### src/rtl/usb_crc_tx_stream.sv
// USB packet serialiser: sends PID plus payload LSB-first over a valid/ready
// bit stream, then appends the complemented CRC5 (token) or CRC16 (data).
module usb_crc_tx_stream #(
  parameter int MAX_BITS = 100,
  parameter int PID_BITS = 8,
  parameter int LEN_W    = $clog2(MAX_BITS + 1)
) (
  input  logic                clock,
  input  logic                reset_n,
  input  logic                pkt_ready,
  input  logic [MAX_BITS-1:0] pkt_in,
  input  logic [LEN_W-1:0]    pkt_len,
  input  logic                crc16,
  input  logic                bs_ready,
  output logic                out_bit,
  output logic                out_valid,
  output logic                busy,
  output logic                done
);

  // Handshake: a bit moves on every cycle with out_valid && bs_ready; while
  // out_valid is high and bs_ready low, out_bit and all internal state hold.

  localparam logic [LEN_W-1:0] PID_L = LEN_W'(PID_BITS);
  localparam logic [LEN_W-1:0] MAX_L = LEN_W'(MAX_BITS);

  typedef enum logic [2:0] {
    S_IDLE,
    S_PID,
    S_DATA,
    S_CRC,
    S_DONE
  } state_t;

  state_t              state;
  logic [MAX_BITS-1:0] sr;
  logic [LEN_W-1:0]    len_q;
  logic                mode_q;
  logic [15:0]         crc_q;
  logic [LEN_W-1:0]    cnt;
  logic [4:0]          flush;

  logic                xfer;
  logic [LEN_W-1:0]    load_len;
  logic [15:0]         crc_next;
  logic [4:0]          flush_last;
  logic [3:0]          crc_idx;

  assign xfer       = out_valid && bs_ready;
  assign flush_last = mode_q ? 5'd15 : 5'd4;
  assign crc_idx    = mode_q ? (4'd15 - flush[3:0]) : (4'd4 - flush[3:0]);

  always_comb begin
    load_len = pkt_len;
    if (pkt_len < PID_L) begin
      load_len = PID_L;
    end else if (pkt_len > MAX_L) begin
      load_len = MAX_L;
    end
  end

  // CRC5 lives in crc_q[4:0] with the upper bits kept at zero.
  always_comb begin
    crc_next = crc_q;
    if (mode_q) begin
      crc_next = {crc_q[14:0], 1'b0} ^ ((sr[0] ^ crc_q[15]) ? 16'h8005 : 16'h0000);
    end else begin
      crc_next = {11'b0, crc_q[3:0], 1'b0} ^ ((sr[0] ^ crc_q[4]) ? 16'h0005 : 16'h0000);
    end
  end

  always_comb begin
    out_bit = 1'b0;
    case (state)
      S_PID, S_DATA: out_bit = sr[0];
      S_CRC:         out_bit = ~crc_q[crc_idx];
      default:       out_bit = 1'b0;
    endcase
  end

  always_ff @(posedge clock or negedge reset_n) begin
    if (!reset_n) begin
      state     <= S_IDLE;
      sr        <= '0;
      len_q     <= '0;
      mode_q    <= 1'b0;
      crc_q     <= '0;
      cnt       <= '0;
      flush     <= '0;
      out_valid <= 1'b0;
      busy      <= 1'b0;
      done      <= 1'b0;
    end else begin
      case (state)
        S_IDLE: begin
          if (pkt_ready) begin
            sr        <= pkt_in;
            len_q     <= load_len;
            mode_q    <= crc16;
            crc_q     <= crc16 ? 16'hFFFF : 16'h001F;
            cnt       <= '0;
            flush     <= '0;
            out_valid <= 1'b1;
            busy      <= 1'b1;
            state     <= S_PID;
          end
        end
        S_PID: begin
          if (xfer) begin
            sr  <= sr >> 1;
            cnt <= cnt + 1'b1;
            if (cnt == PID_L - 1'b1) begin
              state <= (len_q > PID_L) ? S_DATA : S_CRC;
            end
          end
        end
        S_DATA: begin
          if (xfer) begin
            crc_q <= crc_next;
            sr    <= sr >> 1;
            cnt   <= cnt + 1'b1;
            if (cnt == len_q - 1'b1) begin
              state <= S_CRC;
            end
          end
        end
        S_CRC: begin
          if (xfer) begin
            flush <= flush + 1'b1;
            if (flush == flush_last) begin
              state     <= S_DONE;
              out_valid <= 1'b0;
              done      <= 1'b1;
            end
          end
        end
        S_DONE: begin
          done  <= 1'b0;
          busy  <= 1'b0;
          state <= S_IDLE;
        end
        default: state <= S_IDLE;
      endcase
    end
  end

endmodule

### config.mk
export PLATFORM = sky130hd
export DESIGN_NAME = usb_crc_tx_stream
export DESIGN_NICKNAME = d
export VERILOG_FILES = /design/src/rtl/usb_crc_tx_stream.sv
export SDC_FILE = /design/constraint.sdc
export NUM_CORES = 1
export LEC_CHECK = 0
export BUFFER_PORTS_ARGS = -buffer_cell sky130_fd_sc_hd__buf_2
export CORE_ASPECT_RATIO = 0.9
export CORE_MARGIN = 10
export CORE_UTILIZATION = 50
export DETAILED_ROUTE_END_ITERATION = 8
export PLACE_DENSITY = 0.77
export REMOVE_ABC_BUFFERS = 1
export SLEW_MARGIN = 20
export SYNTH_ARGS = -nofsm -noshare
export SYNTH_HDL_FRONTEND = slang
export SYNTH_SLANG_ARGS = --single-unit
### constraint.sdc
create_clock -name clock -period 5.41 [get_ports clock]
set_clock_uncertainty 0.2 [all_clocks]
set_input_delay 1.082 -clock clock [delete_from_list [all_inputs] [get_ports clock]]
set_output_delay 1.082 -clock clock [all_outputs]
set_load 0.02 [all_outputs]
# Yosys cells after proc, flatten, opt, wreduce, memory -nomap -nowiden
# Index checks and enable logic that the tools add are counted.
# word_totals
elab_cells,95
ff_bits,142
inputBits,112
# classes
n_mux,40
reduce_logical,16
n_bitwise,5
n_addsub,5
eq_ne,15
n_lt_le_gt_ge,4
# op_table
operator,count
$mux W100,2
$pmux W100 S2,1
$mux W16,5
$pmux W16 S2,1
$mux W7,4
$mux W3,8
$xor A16 B16 Y16,1
$ne A2 B2 Y1 const B,7
$pmux W7 S2,1
$pmux W3 S4,1
$reduce_and A3 Y1,4
$mux W5,2
$pmux W5 S2,1
$reduce_bool A2 Y1,5
$mux W4,2
$pmux W1 S2,4
$add A7 B1 Y7 const B,1
$eq A7 B3 Y1 const B,1
$eq A7 B7 Y1,1
$gt A7 B4 Y1 const B,1
$gt A7 B7 Y1 const B,1
$lt A7 B4 Y1 const B,1
$mux W1,7
$reduce_and A7 Y1,1
other kinds (19),22

# Logic depth before layout (Yosys ltp)
# depth
word_depth,6
depth_mapped,9
ltp_nobuf,7

# Worst setup path after synthesis
# OpenSTA, ideal clock, no wires.
# synth_timing
kind,register -> output
start,register flush[0]
end,output port out_bit
stages_incl_launch_ff,10
slack_ps,1926
required_time_ps,4128
t_arrival_ps,2202
n_path_buf,2
cell_sequence,dfrtp_1 > clkbuf_1 > buf_2 > inv_1 > ha_1 > or2_2 > o22ai_1 > nor2_1 > a211o_1 > a31o_2
# synth_via
elab_chain_len,6
# synth_rtl
element,line,source
start: declaration,41,logic [4:0] flush;
start signal: assignment,129,flush <= flush + 1'b1;
$sub A3 B4 Y4 / $sub A4 B4 Y4 (equally long branches),51,assign crc_idx = mode_q ? (4'd15 - flush[3:0]) : (4'd4 - flush[3:0]);
$mux W4 *,51,
$bmux W1 S4 *,76,S_CRC: out_bit = ~crc_q[crc_idx];
$mux W1 (not written as such) *,76,
$not A1 Y1 *,76,
$pmux W1 S2 *,74,case (state)
end: declaration,15,"output logic out_bit,"
# Mark *: on every way between the ends. The rest lies on a longest branch, timed or not. The select of a mux whose other input is x is not followed.

# Worst setup path after layout
# Ends and elaborated chain as after synthesis.

==> results.json <==
{
  "num_vias": 5429,
  "syn_to_final_growth_pct": 18.4,
  "max-cap-violations": 0,
  "htreeDepth": 4,
  "layout_common_cells": "142 x dfrtp_1, 123 x nand2_1, 116 x mux2i_1",
  "fin_crit_sh_pct": 81.1,
  "via_per_inst": 5.32,
  "p_per_area_nw_per_um2": 640,
  "cts_hold_buffers": 0,
  "cts_resized": 0,
  "drtIter0Drc": 317,
  "clock-sinks": 142,
  "grt_pass1_wl_um": 26200,
  "grt-ovfl-total": 0,
  "fp-row-count": 41,
  "synth_cells": 724,
  "antenna_found_initial": 2,
  "cts_buffer_depth": 2,
  "synth_flop_cell": "dfrtp_1",
  "grt_max_degree": 210,
  "io_buffers": 115,
  "whs_ns": 0.275,
  "max_freq_mhz": 228,
  "place_congestion": 0.830,
  "tightest_slew_ns": 1.10,
  "synth-edff-count": 0,
  "required_ns": 4.13,
  "cp_data_arrival_time_ns": 3.11,
  "clockRootBuffer": "clkbuf_16",
  "timing.final.crit_period_ns": 4.39,
  "min_path_type": "flip-flop to flip-flop",
  "fp.dieH_um": 133,
  "slew_violations": 0,
  "placed_cell_area_um2": 7790,
  "clk-insertion-delay-late_ns": 0.42,
  "synth_area_um2": 7130,
  "drive_above_1_share_pct": 19.1,
  "drc": 0,
  "grt_pass1_vias": 5426,
  "initial_core_util_pct": 50.9,
  "clk_pin_slew_ns": 0.05,
  "layout.nets": 932,
  "ant_nets": 0,
  "ys_ff_latch": 142,
  "final_common_cell": "dfrtp_1",
  "io_pins": 116,
  "ys_seq_area_share_pct": 49.8,
  "rsz0062_at_grt": "false",
  "synth_cell_types": 54,
  "critical_path_class": "flip-flop to output port",
  "ys_warn_count": 0,
  "hold_viol_final": 0,
  "syn_area_per_cell_um2": 9.85,
  "status": "finished, final reports clean",
  "cts_setup_buffers": 0,
  "numCtsBuffers": 17,
  "maxSlewHeadroom_pct": 26.8,
  "core_area_um2": 14000,
  "power_leakage_nw": 3.96,
  "ir_drop_v": 0.000403,
  "start_kind": "flip-flop",
  "dr.pass1.iters": 4,
  "cts_tree": "built",
  "async_flop_share_pct": 100,
  "path_max_fanout": 24,
  "fin_area_um2": 8440,
  "grt_util_all_layers_pct": 16.0,
  "hpwl_um": 10200,
  "drt_wl_total_um": 15300,
  "final.setup.tns_ns": 0,
  "endpoint_kind": "output port",
  "die_w_um": 146,
  "finalSetupViolations": 0,
  "die-area_um2": 19400,
  "wl_per_cell_um": 15.0
}
[flip-flops by register name (all words and copies together), names as in the netlist]
name and count:
mode_q 1, len_q 7, state 3, busy 1, out_valid 1, crc_q 16
done 1, flush 5, cnt 7, sr 100
[synthesized netlist by cell type, drive strengths merged, types with 8 or more instances]
| cell type | n | share of area (%) |
|---|---|---|
| a21oi | 33 | 2.3 |
| buf | 26 | 2.1 |
| clkbuf | 21 | 1.1 |
| dfrtp | 142 | 50 |
| inv | 8 | 0.42 |
| mux2i | 116 | 16 |
| nand2 | 125 | 6.7 |
| nand3 | 9 | 0.70 |
| nor2 | 30 | 1.6 |
| o21ai | 113 | 7.9 |
| xnor2 | 8 | 0.98 |
[where the power goes]
part,switching [mW],internal [mW]
sequential,0.357,1.53
clock,0.437,0.852
combinational,1.22,1.01
total,2.02,3.39
[final cells by class]
type,count,area (µm²)
Timing Repair Buffer,119,624
Antenna cell,1,2.50
Sequential cell,142,3550
Tap cell,193,241
Clock buffer,21,470
Inverter,8,30.0
Clock inverter,10,185
Multi-Input combinational cell,527,3340
Fill cell,1207,5560
[kinds of logic after synthesis]
| family | synth area share [%] |
|---|---|
| fa+ha+maj | 0.877 |
| buf+inv | 3.63 |
| flops | 49.8 |
| compound gates | 14.7 |
| simple gates | 12.7 |
| xor+xnor | 1.84 |
| mux | 16.4 |
[worst max-delay path, stage by stage, from the launching register on]
cell	delay, ns
dfrtp_1	0.98
inv_1	0.10
ha_1	0.35
or2_2	0.32
o22ai_1	0.17
nor2_1	0.06
a211o_1	0.29
a31o_2	0.25
buf_2	0.15
[stage by stage]
stage / instances / utilization, % / setup WS [ns] / total power [mW]
after floorplan: 677 / - / -3.11 / 3.61
after global placement: 989 / 55.6 / 1.49 / 4.08
after detailed placement: 989 / 55.6 / 1.44 / 4.15
after CTS: 1020 / 60.3 / 0.990 / 5.47
after global routing: 1020 / 60.3 / 0.831 / 5.86
final: 1021 / 60.3 / 1.02 / 5.41
[path summary, 6_finish.rpt]
check                                           from                   end  slack, ns  cells after the start
worst max-delay path            flush[0]$_DFFE_PN0P_               out_bit       1.02                      8
worst min-delay path               sr[1]$_DFFE_PN0P_     sr[1]$_DFFE_PN0P_       0.28                      2
worst max register to register  state[0]$_DFFE_PN0P_    sr[43]$_DFFE_PN0P_       2.28                      6
worst min register to register     sr[1]$_DFFE_PN0P_     sr[1]$_DFFE_PN0P_       0.28                      2
max in group asynchronous                    reset_n    sr[62]$_DFFE_PN0P_       3.33                      2
min in group asynchronous                    reset_n  len_q[2]$_DFFE_PN0P_       0.50                      1
[per-layer routing]
metal | up-vias | track usage, % | part of all wire, %
met5 | - | 0 | 0.085
met3 | 22 | 6.36 | 6.6
met2 | 114 | 23.7 | 44
met1 | 2561 | 21.1 | 48
li1 | 2730 | - | -
met4 | 2 | 4.88 | 0.99
(Power assumes the default switching activity.)
